--- src/rtl/inst_loader.sv ---
// Boot-time instruction memory loader: framed byte stream -> big-endian 16-bit writes.
// Optional checksum byte after the payload is enabled by defining INST_LOADER_CHECKSUM_EN.
module inst_loader #(
  parameter int unsigned INST_ADDR_WIDTH     = 16,
  parameter int unsigned INST_DATA_BIT_WIDTH = 16,
  parameter int unsigned INST_MEM_SIZE       = 26,
  parameter int unsigned NUM_BYTES_IN_INST   = 2,
  parameter logic [7:0]  SYNC_BYTE           = 8'hA5
) (
  input  logic                           clk,
  input  logic                           rst,
  input  logic [7:0]                     in_data,
  input  logic                           in_valid,
  output logic                           in_ready,
  output logic                           wr_en,
  output logic [INST_ADDR_WIDTH-1:0]     wr_addr,
  output logic [INST_DATA_BIT_WIDTH-1:0] wr_data,
  output logic                           cpu_hold,
  output logic                           done,
  output logic                           error,
  output logic [1:0]                     err_code,
  output logic [INST_ADDR_WIDTH-1:0]     words_loaded
);

  typedef enum logic [3:0] {
    IDLE,
    LEN_HI,
    LEN_LO,
    DATA_HI,
    DATA_LO,
    WRITE,
`ifdef INST_LOADER_CHECKSUM_EN
    CHECK,
`endif
    DONE,
    ERROR
  } state_t;

  localparam logic [INST_ADDR_WIDTH-1:0] STRIDE  = INST_ADDR_WIDTH'(NUM_BYTES_IN_INST);
  localparam logic [15:0]                MAX_CNT = 16'(INST_MEM_SIZE);

  state_t                           state_q, state_d;
  logic [15:0]                      count_q, count_d;
  logic [7:0]                       hi_q, hi_d;
  logic [INST_ADDR_WIDTH-1:0]       index_q, index_d;
  logic [INST_ADDR_WIDTH-1:0]       wr_addr_q, wr_addr_d;
  logic [INST_DATA_BIT_WIDTH-1:0]   wr_data_q, wr_data_d;
  logic [1:0]                       err_code_q, err_code_d;
  logic                             in_ready_q, in_ready_d;
  logic                             wr_en_q;
  logic                             cpu_hold_q;
  logic                             done_q;
  logic                             error_q;
  logic                             accept;
  logic                             last_word;
`ifdef INST_LOADER_CHECKSUM_EN
  logic [7:0]                       csum_q, csum_d;
  localparam state_t AFTER_PAYLOAD = CHECK;
`else
  localparam state_t AFTER_PAYLOAD = DONE;
`endif

  assign accept    = in_valid && in_ready_q;
  assign last_word = (32'(index_q) + 32'd1) == 32'(count_q);

  always_comb begin
    state_d    = state_q;
    count_d    = count_q;
    hi_d       = hi_q;
    index_d    = index_q;
    wr_addr_d  = wr_addr_q;
    wr_data_d  = wr_data_q;
    err_code_d = err_code_q;
`ifdef INST_LOADER_CHECKSUM_EN
    csum_d     = csum_q;
`endif
    case (state_q)
      IDLE: begin
        if (accept && in_data == SYNC_BYTE) state_d = LEN_HI;
      end
      LEN_HI: begin
        if (accept) begin
          count_d = {in_data, count_q[7:0]};
`ifdef INST_LOADER_CHECKSUM_EN
          csum_d  = csum_q ^ in_data;
`endif
          state_d = LEN_LO;
        end
      end
      LEN_LO: begin
        if (accept) begin
          count_d = {count_q[15:8], in_data};
`ifdef INST_LOADER_CHECKSUM_EN
          csum_d  = csum_q ^ in_data;
`endif
          if (count_d > MAX_CNT) begin
            state_d    = ERROR;
            err_code_d = 2'b01;
          end else if (count_d == 16'd0) begin
            state_d = AFTER_PAYLOAD;
          end else begin
            state_d = DATA_HI;
          end
        end
      end
      DATA_HI: begin
        if (accept) begin
          hi_d    = in_data;
`ifdef INST_LOADER_CHECKSUM_EN
          csum_d  = csum_q ^ in_data;
`endif
          state_d = DATA_LO;
        end
      end
      DATA_LO: begin
        // The write word and address are captured here so they are valid with wr_en.
        if (accept) begin
          wr_data_d = {hi_q, in_data};
          wr_addr_d = index_q * STRIDE;
`ifdef INST_LOADER_CHECKSUM_EN
          csum_d    = csum_q ^ in_data;
`endif
          state_d   = WRITE;
        end
      end
      WRITE: begin
        index_d = index_q + 1'b1;
        state_d = last_word ? AFTER_PAYLOAD : DATA_HI;
      end
`ifdef INST_LOADER_CHECKSUM_EN
      CHECK: begin
        if (accept) begin
          if (in_data == csum_q) begin
            state_d = DONE;
          end else begin
            state_d    = ERROR;
            err_code_d = 2'b10;
          end
        end
      end
`endif
      DONE:    state_d = DONE;
      ERROR:   state_d = ERROR;
      default: state_d = IDLE;
    endcase

    case (state_d)
      WRITE, DONE, ERROR: in_ready_d = 1'b0;
      default:            in_ready_d = 1'b1;
    endcase
  end

  // Outputs are registered from the next state so they line up with the state they describe.
  always_ff @(posedge clk) begin
    if (rst) begin
      state_q    <= IDLE;
      count_q    <= '0;
      hi_q       <= '0;
      index_q    <= '0;
      wr_addr_q  <= '0;
      wr_data_q  <= '0;
      err_code_q <= '0;
      in_ready_q <= 1'b1;
      wr_en_q    <= 1'b0;
      cpu_hold_q <= 1'b1;
      done_q     <= 1'b0;
      error_q    <= 1'b0;
`ifdef INST_LOADER_CHECKSUM_EN
      csum_q     <= '0;
`endif
    end else begin
      state_q    <= state_d;
      count_q    <= count_d;
      hi_q       <= hi_d;
      index_q    <= index_d;
      wr_addr_q  <= wr_addr_d;
      wr_data_q  <= wr_data_d;
      err_code_q <= err_code_d;
      in_ready_q <= in_ready_d;
      wr_en_q    <= (state_d == WRITE);
      cpu_hold_q <= (state_d != DONE);
      done_q     <= (state_d == DONE);
      error_q    <= (state_d == ERROR);
`ifdef INST_LOADER_CHECKSUM_EN
      csum_q     <= csum_d;
`endif
    end
  end

  assign in_ready     = in_ready_q;
  assign wr_en        = wr_en_q;
  assign wr_addr      = wr_addr_q;
  assign wr_data      = wr_data_q;
  assign cpu_hold     = cpu_hold_q;
  assign done         = done_q;
  assign error        = error_q;
  assign err_code     = err_code_q;
  assign words_loaded = index_q;

endmodule

--- config.mk ---
export PLATFORM = sky130hd
export DESIGN_NAME = inst_loader
export DESIGN_NICKNAME = d
export VERILOG_FILES = /design/src/rtl/inst_loader.sv
export SDC_FILE = /design/constraint.sdc
export NUM_CORES = 1
export LEC_CHECK = 0
export BUFFER_PORTS_ARGS = -buffer_cell sky130_fd_sc_hd__buf_2
export CAP_MARGIN = 0
export CORE_MARGIN = 4
export CORE_UTILIZATION = 60
export DETAILED_ROUTE_END_ITERATION = 7
export PLACE_DENSITY = 0.85
export SLEW_MARGIN = 15
export SYNTH_ARGS = -nofsm -noshare
export SYNTH_HDL_FRONTEND = slang
export SYNTH_SLANG_ARGS = --single-unit
--- constraint.sdc ---
create_clock -name clk -period 8.1 [get_ports clk]
set_input_delay 2.025 -clock clk [delete_from_list [all_inputs] [get_ports clk]]
set_output_delay 2.025 -clock clk [all_outputs]
set_load 0.02 [all_outputs]
# Word level (Yosys, flattened, before mapping)
# Cells that the tools add are included.
dict set report op_classes {
  n_reduce_logical 10
  order_cmp 1
  addsub 2
  eq_ne 13
  n_mux 13
  bitwise_logic 2
}
# cell count
set op_table {}
lappend op_table {{$pmux W16 S2} 1}
lappend op_table {{$pmux W4 S8} 1}
lappend op_table {{$eq A4 B3 Y1 const B} 7}
lappend op_table {{$mux W4} 5}
lappend op_table {{$add A16 B1 Y17 const B} 1}
lappend op_table {{$eq A17 B16 Y1} 1}
lappend op_table {{$add A16 B1 Y16 const B} 1}
lappend op_table {{$gt A16 B5 Y1 const B} 1}
lappend op_table {{$logic_not A16 Y1} 1}
lappend op_table {{$mux W16} 1}
lappend op_table {{$mux W3} 3}
lappend op_table {{$reduce_and A3 Y1} 3}
lappend op_table {{$eq A4 B2 Y1 const B} 2}
lappend op_table {{$eq A8 B8 Y1 const B} 1}
lappend op_table {{$mux W8} 1}
lappend op_table {{$eq A4 B1 Y1 const B} 1}
lappend op_table {{$logic_not A4 Y1} 1}
lappend op_table {{$ne A4 B3 Y1 const B} 1}
lappend op_table {{$reduce_and A2 Y1} 2}
lappend op_table {{$reduce_or A3 Y1} 1}
lappend op_table {{$logic_and A1 B1 Y1} 2}
lappend op_table {{$not A1 Y1} 2}
lappend op_table {{$mux W1} 1}
dict set report word_totals {
  elab_cells 54
  regBits 81
  in_bits 11
  output_inout_bits 55
}

# Longest topological paths before layout
# Gate-level depths: netlist of the first run.
dict set report logic_depth {
  word_depth 8
  ltp_mapped 8
}

# Least setup slack after synthesis of the first run
# Ideal clock, no wire load.
dict set report synth_timing {
  path_kind {input -> register}
  startpoint {input port in_valid}
  endpoint {register state_q[0]}
  stages 7
  setup_slack_ns 4.436
  path_buffers 1
  required_time_ns 7.971
  arrival_time_ns 3.536
  cell_sequence {nor4bb_1 nand3b_1 clkbuf_1 o21ai_0 nor3_1 nor4b_1 a21oi_1}
}
dict set report synth_via {
  elab_chain_len 4
  word_cells_on_any_way 8
}
# element line_no
set synth_lines {}
lappend synth_lines {{start, declared} 13} ;# input logic in_valid,
lappend synth_lines {{$logic_and A1 B1 Y1 (*)} 63} ;# assign accept = in_valid && in_ready_q;
lappend synth_lines {{$logic_and A1 B1 Y1} 79} ;# if (accept && in_data == SYNC_BYTE) state_d = LEN_HI;
lappend synth_lines {{$mux W4} 79}
lappend synth_lines {{$pmux W4 S8 (*)} 77} ;# case (state_q)
lappend synth_lines {{end signal, assigned} 172} ;# state_q <= state_d;
lappend synth_lines {{end, declared} 42} ;# state_t state_q, state_d;
# Mark *: on every way between the ends. The rest lies on a longest branch, timed or not.
# A chain may end at the register's enable or synchronous reset.

# Worst setup path in the final report of the first run
# Ends and elaborated chain as after synthesis.

==> results of run 1 <==
## sequential cells by signal, indices dropped and copies added (netlist names)
signal / count
words_loaded: 16
err_code: 1
done: 1
wr_data: 16
count_q: 16
in_ready: 1
cpu_hold: 1
wr_addr: 15
error: 1
hi_q: 8
state_q: 4
wr_en: 1
## through the flow
stage | utilization, % | worst slack, ps | hold WS [ps] | power (mW)
global placement | 67.4 | 4120 | 439 | 0.425
CTS | 71.0 | 4350 | 455 | 0.741
floorplan | - | 4440 | 431 | 0.418
global route | 71.0 | 4170 | 482 | 0.761
finish | 71.0 | 4260 | 450 | 0.737
detailed placement | 67.4 | 3980 | 445 | 0.426
## how the worst max path moves through the flow
stage / to / slack (ps) / depth (start not counted)
after floorplan: state_q[0] / 4440 / 7
after global placement: state_q[0] / 4120 / 8
after detailed placement: state_q[0] / 3980 / 8
after CTS: state_q[0] / 4350 / 8
after global routing: state_q[0] / 4170 / 8
final: state_q[0] / 4260 / 8
## critical path, cell delays in order
cell and delay, ps:
buf_2 130, nor4bb_1 120, buf_4 180, nand3b_1 440
o21ai_0 270, nor3_1 430, nor4b_1 330, a21oi_1 120
## area by class of cell
class,count,share of cell area [%]
Tap cell,75,2.23
Sequential cell,81,38.6
Multi-Input combinational cell,340,45.9
Clock buffer,10,3.27
Clock inverter,5,1.87
Timing Repair Buffer,66,8.03
Inverter,1,0.0893
## report_power, final
group | switching [mW] | leakage, nW | total (mW) | internal, mW
sequential | 0.000385 | 0.652 | 0.398 | 0.398
clock | 0.140 | 0.113 | 0.320 | 0.180
combinational | 0.0139 | 0.946 | 0.0182 | 0.00438
## kinds of logic after synthesis
family / Yosys count / synth area share, %
flip-flops: 81 / 44.1
other: 1 / 0.102
AND/OR/NAND/NOR: 206 / 26.9
adder cells (fa/ha/maj): 1 / 0.341
multiplexers: 17 / 4.63
buffers and inverters: 31 / 3.47
AO/OA/AOI/OAI: 84 / 13.5
XOR/XNOR: 29 / 6.91
## routing by layer
| metal | GRT usage, % | part of all wire [%] | vias up |
|---|---|---|---|
| met5 | 0 | 0 | - |
| met4 | 11.5 | 2.1 | 0 |
| met3 | 4.66 | 8.2 | 19 |
| met2 | 39.5 | 47 | 157 |
| met1 | 31.3 | 43 | 1574 |
| li1 | - | - | 1651 |
## cell usage in the layout (no fill, tap or decap), drive strengths merged, types with 4 or more instances in the layout
cell | synthesis | layout
a21oi | 53 | 53
and3 | 6 | 6
buf | 5 | 66
clkbuf | 25 | 10
dfxtp | 81 | 81
mux2i | 17 | 17
nand2 | 86 | 86
nand2b | 4 | 4
nand3 | 15 | 15
nand4 | 10 | 10
nor2 | 39 | 39
nor2b | 5 | 5
nor3 | 13 | 13
nor4 | 6 | 6
o21ai | 10 | 10
or3 | 6 | 6
xnor2 | 15 | 15
xor2 | 14 | 14
==> impl_results.md, run 1 <==
* CTS buffer count at 9
* Antenna violations before repair at 0
* EDFF count, synth at 0
* R2R Setup Slk at 4950 ps
* Placed cell areas at approximately 4000 µm²
* Fillers at 468
* Slew Limit Fails at 0
* Synth warnings at 0
* Vias in the first global route at 3083
* Starting Density at 62.0%
* Area of the multi-input gates at between 1500 and 2000 µm²
* Setup TNS at 0 ps
* DR vias at approximately 3400
* Worst slew pin tran at 1120 ps
* CP Data Required Time at 8320 ps
* Hold Path Class: reg -> reg
* PwrDens at about 180 nW/µm²
* Slew HR at 25.4%
* Post-CTS Setup Inserts at 0
* CTS root buffer: clkbuf_8
* Total Nets Final at approximately 500
* LEAKAGE at 1.71 nW
* Area leader, netlist: dfxtp_1
* Top post-synthesis cells by count: 86 x nand2_1, 81 x dfxtp_1, 53 x a21oi_1
* First-pass GRT wire length at between 10 and 15 mm
* Synth top area share at roughly 44%
* CORE AREA at about 6000 µm²
* CTS clk-pin slew, worst paths at 80 ps
* Crit path max fanout at 12
* Asr flop ratio synth at 0%
* R2R Path End: in_ready
* Final Instance Area at about 4200 µm²
* Period minus WS final at 3840 ps
* Max VDD drop at about 0.00011 V
* DRT iter0 DRCs at 312
* Endpoints failing setup at 0
* Most numerous cell in the Yosys netlist: nand2_1
* Chip Height at between 80 and 90 µm
* Die W at 86.2 µm
* Wire length per cell at between 15 and 20 µm
* Clock Skews at just over 9 ps
* Seq/Total Area, Yosys at approximately 44%
* I/O Buffers at 63
* Row count at 28
* Detail Placement HPWL at 6.14 mm
* Synthesized area at 3670 µm²
* FF/Latch Area at between 1500 and 2000 µm²
* Top cells by area, synth: dfxtp_1 44%, nand2_1 8.8%, a21oi_1 7.2%
* GRT overflow at 0
* Hold Buf Count CTS at 0
* Worst Hold Endpoint: wr_addr[4]
* Final period utilization at 47.3%
* Cts repair resizes at 0
* Ports at 66
* Yosys cell types at 53
* Worst hold stages at 2
* Max Cap Viol at 0
* CTS tree: yes
* DR DRC count at 0
* Mapped Cells at between 400 and 500
* Clock buffer depth at 2
* Largest net degree at the start of global routing at 75
* Crit Path Class: in -> reg
* N_diodes at 0
* Nature of the critical path endpoint: flop
* Worst setup startpoint: in_valid
* Layout cells sized above 1 at 17.3%
* GRT Total Usage at roughly a quarter
* Origin of the worst min-delay path: wr_addr[4]
* DRT Pass-1 Iters at 5
* Die Area at around 7400 µm²
* ANT nets after route at 0
* Area grow syn2layout at 14.5%
* Status: finished clean
* Final Hold Viols at 0
* Cells on worst reg2reg path at 7
* Fmax at ~260 MHz
* Critical path launch point type: primary input
* Num Clock Sinks at 81
* Wirelength, routed at 8.87 mm
* Placer Congestion at just under 0.9
* Syn avg cell area at 8.16 µm²
* Final Non-Filler Cells at roughly 580
* Unrepaired setup endpoints after global routing: no
* Vias per cell at 5.88
* Commonest register cell after synthesis: dfxtp_1
* Placed insts at between 500 and 600
* Skew-Pair Late Insertion Delay at 350 ps
* FF+latch count, synth at 81
* R2r startpoint: words_loaded[0]
* CP arrival at between 4000 and 5000 ps
* Htree depth at 3
(Power assumes the default switching activity.)
==> run 2, diff against run 1 <==
ABC_AREA = 1   (was default)
CORE_UTILIZATION = 50   (was 60)
PLACE_DENSITY = 0.76   (was 0.85)
clock period = 3.3 ns   (was 8.1 ns; I/O delays follow)
==> run 2 against run 1 <==
  * Synthesized cell count rose by 16%
  * Worst hold slack worse by 5.3 ps
  * Routed wire length rose by 3.2%
  * Cell count is 18% higher
  * Setup slack got worse by 3100 ps
  * Design area up 0.86%
  * Flip-flop and latch count did not move
  * Non-clock buffer count is 2 higher
  * Global-route usage fell by 2.1 points
  * Critical path depth rose by 8
  * Die area increased by 17%
  * Largest cell class is now sequential cells
  * Largest power group unchanged
  * Highest routed layer unchanged
==> impl_results.md, run 2 <==
* Status: finished clean
* ANT nets after route at 0
* Total Nets Final at a little under 600
* Layout cells sized above 1 at between 10% and 20%
* Worst setup startpoint: words_loaded[0]
* Detail Placement HPWL at about 6.6 mm
* Final period utilization at 66.1%
* Most numerous cell in the Yosys netlist: inv_1
* Synth top area share at roughly 45%
* Max Cap Viol at 0
* Crit-path max cell delay at 420 ps
* Die W at slightly above 90 µm
* Max stage delay cell, worst path: dfxtp_1
* Seq/Total Area, Yosys at about 45%
* Slew HR at 64.9%
* Endpoints failing setup at 0
* DRT iter0 DRCs at ~200
* Num Clock Sinks at a little over 80
* Largest net degree at the start of global routing at 60
* Syn avg cell area at roughly 7.0 µm²
* Top post-synthesis cells by count: 84 x inv_1, 81 x dfxtp_1, 79 x nand2_1
* CTS root buffer: clkbuf_8
* Final Instance Area at between 4000 and 5000 µm²
* Vias in the first global route at roughly 3400
* DRT Pass-1 Iters at 4
* GRT overflow at 0
* CP arrival at between 2000 and 2500 ps
* Unrepaired setup endpoints after global routing: no
* Commonest non-fill, non-tap cell in the layout: inv_1
* N_diodes at 0
* Cts repair resizes at 0
* Asr flop ratio synth at 0%
* Area grow syn2layout at 16.5%
* CORE AREA at about 6900 µm²
* DR DRC count at 0
* Area leader, netlist: dfxtp_1
* Hold Buf Count CTS at 0
* Slew Limit Fails at 0
* PwrDens at between 400 and 500 nW/µm²
* Nature of the critical path endpoint: flop
* CTS tree: yes
* FF+latch count, synth at 81
* Final design utilization at just over 60%
* Crit path buf inv count at 1
* Skew-Pair Late Insertion Delay at around 360 ps
* Chip Height at approximately 93 µm
* Critical path launch point type: flop
* Placer Congestion at roughly 0.96
* Htree depth at 3
* CTS buffer count at 9
* Mapped Cells at ~520
* Starting Density at 52.4%
* Hold slack at 445 ps
* Commonest register cell after synthesis: dfxtp_1
* Clock buffer depth at 2
* Row count at 30
* LEAKAGE at between 1.5 and 2 nW
* CP Data Required Time at between 3000 and 4000 ps
* Setup TNS at 0 ps
* CP dominant cell by count: nand2_1
* Crit path max fanout at 6
* Origin of the worst min-delay path: wr_addr[2]
* Final Hold Viols at 0
* Crit Path Class: reg -> reg
* Worst slew pin tran at between 500 and 600 ps
* Commonest cells after routing, fill and taps aside: 84 x inv_1, 81 x dfxtp_1, 79 x nand2_1
* Die Area at 8710 µm²
* GRT Total Usage at 22.2%
* Synthesized area at 3640 µm²
* Ports at 66
* DR vias at ~3500
* Synth warnings at 0
* Fmax at around 460 MHz
* Yosys cell types at 31
* I/O Buffers at between 60 and 70
* Period minus WS final at 2180 ps
* Vias per cell at between 5 and 6
* Clock Skews at between 7 and 8 ps
* EDFF count, synth at 0
* R2r startpoint: words_loaded[0]
* CTS clk-pin slew, worst paths at 90 ps
* Critical path cell sequence: ha_1 > nand2_1 > nor2_1 > nand2_1 > nand2_1 > nand2_1 > nand2_1 > nand2_1 > nor2_1 > nand3_1 > nor2_1 > nand2_1 > nand2_1 > nand2_1 > inv_1 > nand3_1
* First-pass GRT wire length at about 15 mm
* Wirelength, routed at between 9 and 10 mm
* Post-CTS Setup Inserts at 0
* Placed cell areas at approximately 4000 µm²
* Antenna violations before repair at 0
* Top delay family on crit path: simple AND/OR/NAND/NOR gates
* Top cells by area, synth: dfxtp_1 45%, o21ai_0 9.8%, a21oi_1 9.5%
* Wire length per cell at about 13 µm
* Max VDD drop at about 0.00024 V
* Hold Path Class: reg -> reg
[run 2: changes by cell type after synthesis, sizes merged, moves of 6 or more]
cell,before,now
a21oi,53,69
nor4,6,0
nand3,15,37
and3,6,0
xnor2,15,2
nor3,13,6
xor2,14,2
inv,1,85
o21ai,10,73
mux2i,17,0
or3,6,0
[run 2: where the power goes]
group / total [mW] / switching (mW) / internal [mW]
sequential: 0.977 / 0.000311 / 0.977
combinational: 0.0492 / 0.0367 / 0.0125
clock: 0.776 / 0.412 / 0.363
[run 2: worst min-delay path: stages (launching register included)]
cell and delay, ps:
dfxtp_1 320, inv_1 40, a21oi_1 50
[run 2: cell families (layout without fill, tap and decap cells)]
kind of cell	after synthesis	in the layout	synth area share (%)
compound gates	150	150	21.3
xor+xnor	4	4	0.962
fa+ha+maj	1	1	0.344
buf+inv	108	170	11.3
flops	81	81	44.5
other cells	1	3	0.103
simple gates	177	177	21.4
[run 2: per-layer routing]
| layer | global-route usage, % | share of wire, % |
|---|---|---|
| met1 | 28.7 | 45 |
| met5 | 0 | 0 |
| met2 | 34.5 | 45 |
| met3 | 4.51 | 6.2 |
| met4 | 12.5 | 4.2 |
[run 2: area by class of cell]
type	instances	area [µm²]
Fill cell	663	2700
Multi-Input combinational cell	335	1620
Inverter	86	323
Clock buffer	9	124
Clock inverter	7	81.3
Tap cell	96	120
Sequential cell	81	1620
Timing Repair Buffer	68	353
[run 2: final timing paths]
path                endpoint  slack (ps)  cells past startpoint
setup / recovery    cpu_hold        1120                     16
hold / removal    wr_addr[2]         440                      2
setup reg to reg    cpu_hold        1120                     16
hold reg to reg   wr_addr[2]         440                      2
[run 2: per-stage QoR]
stage / setup slack, ps / cells / total power, mW
floorplan: 1310 / 524 / 1.03
global placement: 1020 / 666 / 1.05
CTS: 1110 / 682 / 1.81
global route: 824 / 682 / 1.86
finish: 1120 / 682 / 1.80
detailed placement: 1040 / 666 / 1.05
==> run 3, diff against run 2 <==
clock period = 1.79 ns   (was 3.3 ns; I/O delays follow)
==> run 3 against run 2 <==
  * The run now ends with negative setup slack left
  * Routed wire length up 5.8%
  * Sequential power up 84%
  * Fmax up 11%
  * Critical path depth down 2
  * Count of clock-buffer cells in the layout up 1
  * Sequential share of layout area down 3.9 points
  * Via count up 7.0%
  * Cell count up 6.9%
  * Largest cell class is now multi-input gates
==> impl_results.md, run 3 (synthesis results as in run 2) <==
* Max stage delay cell, worst path: dfxtp_4
* Commonest cells after routing, fill and taps aside: 82 x inv_1, 75 x nand2_1, 72 x dfxtp_1
* Nature of the critical path endpoint: flop
* Unrepaired setup endpoints after global routing: yes
* Failing checks: negative setup slack
* Placer Congestion at between 1 and 1.5
* CP Data Required Time at a little over 2000 ps
* R2r startpoint: words_loaded[2]
* PwrDens at 742 nW/µm²
* DR DRC count at 0
* Top delay family on crit path: simple AND/OR/NAND/NOR gates
* Row count at 30
* Wirelength, routed at 9.68 mm
* Max Cap Viol at 0
* Endpoints failing setup at 6
* Num Clock Sinks at a little over 80
* Period minus WS final at roughly 2000 ps
* Final period utilization at 109%
* Die W at 93.3 µm
* CTS buffer count at 9
* DRT Pass-1 Iters at 7
* Ports at 66
* CTS clk-pin slew, worst paths at about 90 ps
* ANT nets after route at 0
* Hold Path Class: in -> reg
* GRT Total Usage at a little under a quarter
* Origin of the worst min-delay path: in_data[3]
* Post-route setup slack at -170 ps
* Critical path launch point type: flop
* Vias in the first global route at 3396
* Chip Height at between 90 and 100 µm
* Fmax at slightly above 500 MHz
* Largest net degree at the start of global routing at 44
* Status: complete, but fails checks
* CP arrival at around 2200 ps
* Critical path cell sequence: nand3_1 > inv_2 > buf_4 > nand2_1 > nand3b_1 > nand2_1 > a21oi_2 > nand3_1 > nor2_1 > nand2_1 > nand2_1 > nand2_2 > nand2_2 > nand3_1
* Area grow syn2layout at 31.1%
* Skew-Pair Late Insertion Delay at 360 ps
* Vias per cell at between 5 and 6
* Crit-path max cell delay at about 410 ps
* LEAKAGE at roughly 2.2 nW
* Final design utilization at 68.7%
* Max VDD drop at ~0.00055 V
* Crit path buf inv count at 2
* Hold slack at 404 ps
* GRT overflow at 0
* I/O Buffers at 63
* First-pass GRT wire length at 15.8 mm
* Worst slack at placement at -142 ps
* Clock Skews at between 10 and 15 ps
* Clock buffer depth at 2
* Worst hold stages at 3
* DRT iter0 DRCs at between 200 and 250
* Layout cells sized above 1 at a little over a quarter
* Detail Placement HPWL at ~6.9 mm
* Wire length per cell at 13.3 µm
* Slew Limit Fails at 0
* Starting Density at a little over half
* CTS tree: yes
* DR vias at about 3700
* CTS root buffer: clkbuf_8
* R2R Path End: in_ready
* Worst Hold Endpoint: wr_data[3]
* Htree depth at 3
* N_diodes at 0
* R2R Setup Slk at -170 ps
* Final Hold Viols at 0
* Antenna violations before repair at 0
* Cells on worst reg2reg path at 14
* Die Area at ~8700 µm²
* Crit Path Class: reg -> reg
* CORE AREA at ~6900 µm²
* Crit path max fanout at 5
* CP dominant cell by count: nand2_1
* Commonest non-fill, non-tap cell in the layout: inv_1
* Total Nets Final at 640
==> run 3: cell count changes in the layout (fill, tap and decap cells not counted), moves of 4 or more <==
cell	change
nand2_1	-4
buf_4	+44
dfxtp_1	-9
nor2_1	-6
nor2_2	+4
dfxtp_2	+6
==> run 3: layout make-up <==
cell class	count	area [µm²]
fillers	597	2170
multi-input cells	335	1700
flip-flops and latches	81	1640
repair buffers	115	743
inverters	86	323
clock buffers	10	149
well taps	96	120
clock inverters	6	100
==> run 3: routing by layer <==
layer	track usage (%)	vias to the layer above	share of wire, %
met5	0	-	0
met4	8.55	0	1.8
met3	3.70	17	5.8
met2	37.9	135	49
met1	29.1	1663	44
li1	-	1916	-
==> run 3: worst max path at each step <==
stage	slack, ps	endpoint	depth (start not counted)	start
after global placement	-100	cpu_hold	15	words_loaded[5]
final	-170	in_ready	14	words_loaded[2]
after global routing	-330	in_ready	14	words_loaded[0]
after floorplan	10	cpu_hold	13	words_loaded[9]
after CTS	-80	cpu_hold	16	words_loaded[1]
after detailed placement	-140	cpu_hold	14	words_loaded[0]
==> run 3: stage by stage <==
| stage | setup TNS (ps) | power (mW) | instance area (µm²) | cells |
|---|---|---|---|---|
| 6_report | -854 | 3.54 | 4770 | 729 |
| 4_1_cts | -342 | 3.57 | 4740 | 728 |
| 5_1_grt | -1820 | 3.67 | 4770 | 729 |
| 3_5_place_dp | -551 | 1.95 | 4420 | 709 |
| 2_1_floorplan | 0 | 1.90 | 3680 | 524 |
| 3_3_place_gp | -425 | 1.95 | 4420 | 709 |
==> run 3: power by group <==
part / internal [mW] / switching [mW] / total, mW / leakage, nW
Sequential: 1.80 / 0.000876 / 1.80 / 0.658
Clock: 0.900 / 0.734 / 1.63 / 0.126
Combinational: 0.0398 / 0.0727 / 0.112 / 1.40
==> run 3: repair_timing <==
action / in CTS / in global routing
endpoints found under the setup margin: 6 / 9
cloned: 0 / 0
buffers inserted: 3 / 1
pin swaps: 10 / 8
resized for setup: 11 / 10
hold buffers: 0 / 0
==> run 3: worst register-to-register path, stage by stage (launching register included) <==
cell and delay [ps]:
dfxtp_4 410, nand3_1 160, inv_2 150, buf_4 120, nand2_1 60, nand3b_1 80, nand2_1 70, a21oi_2 130
nand3_1 100, nor2_1 90, nand2_1 130, nand2_1 110, nand2_2 60, nand2_2 100, nand3_1 70
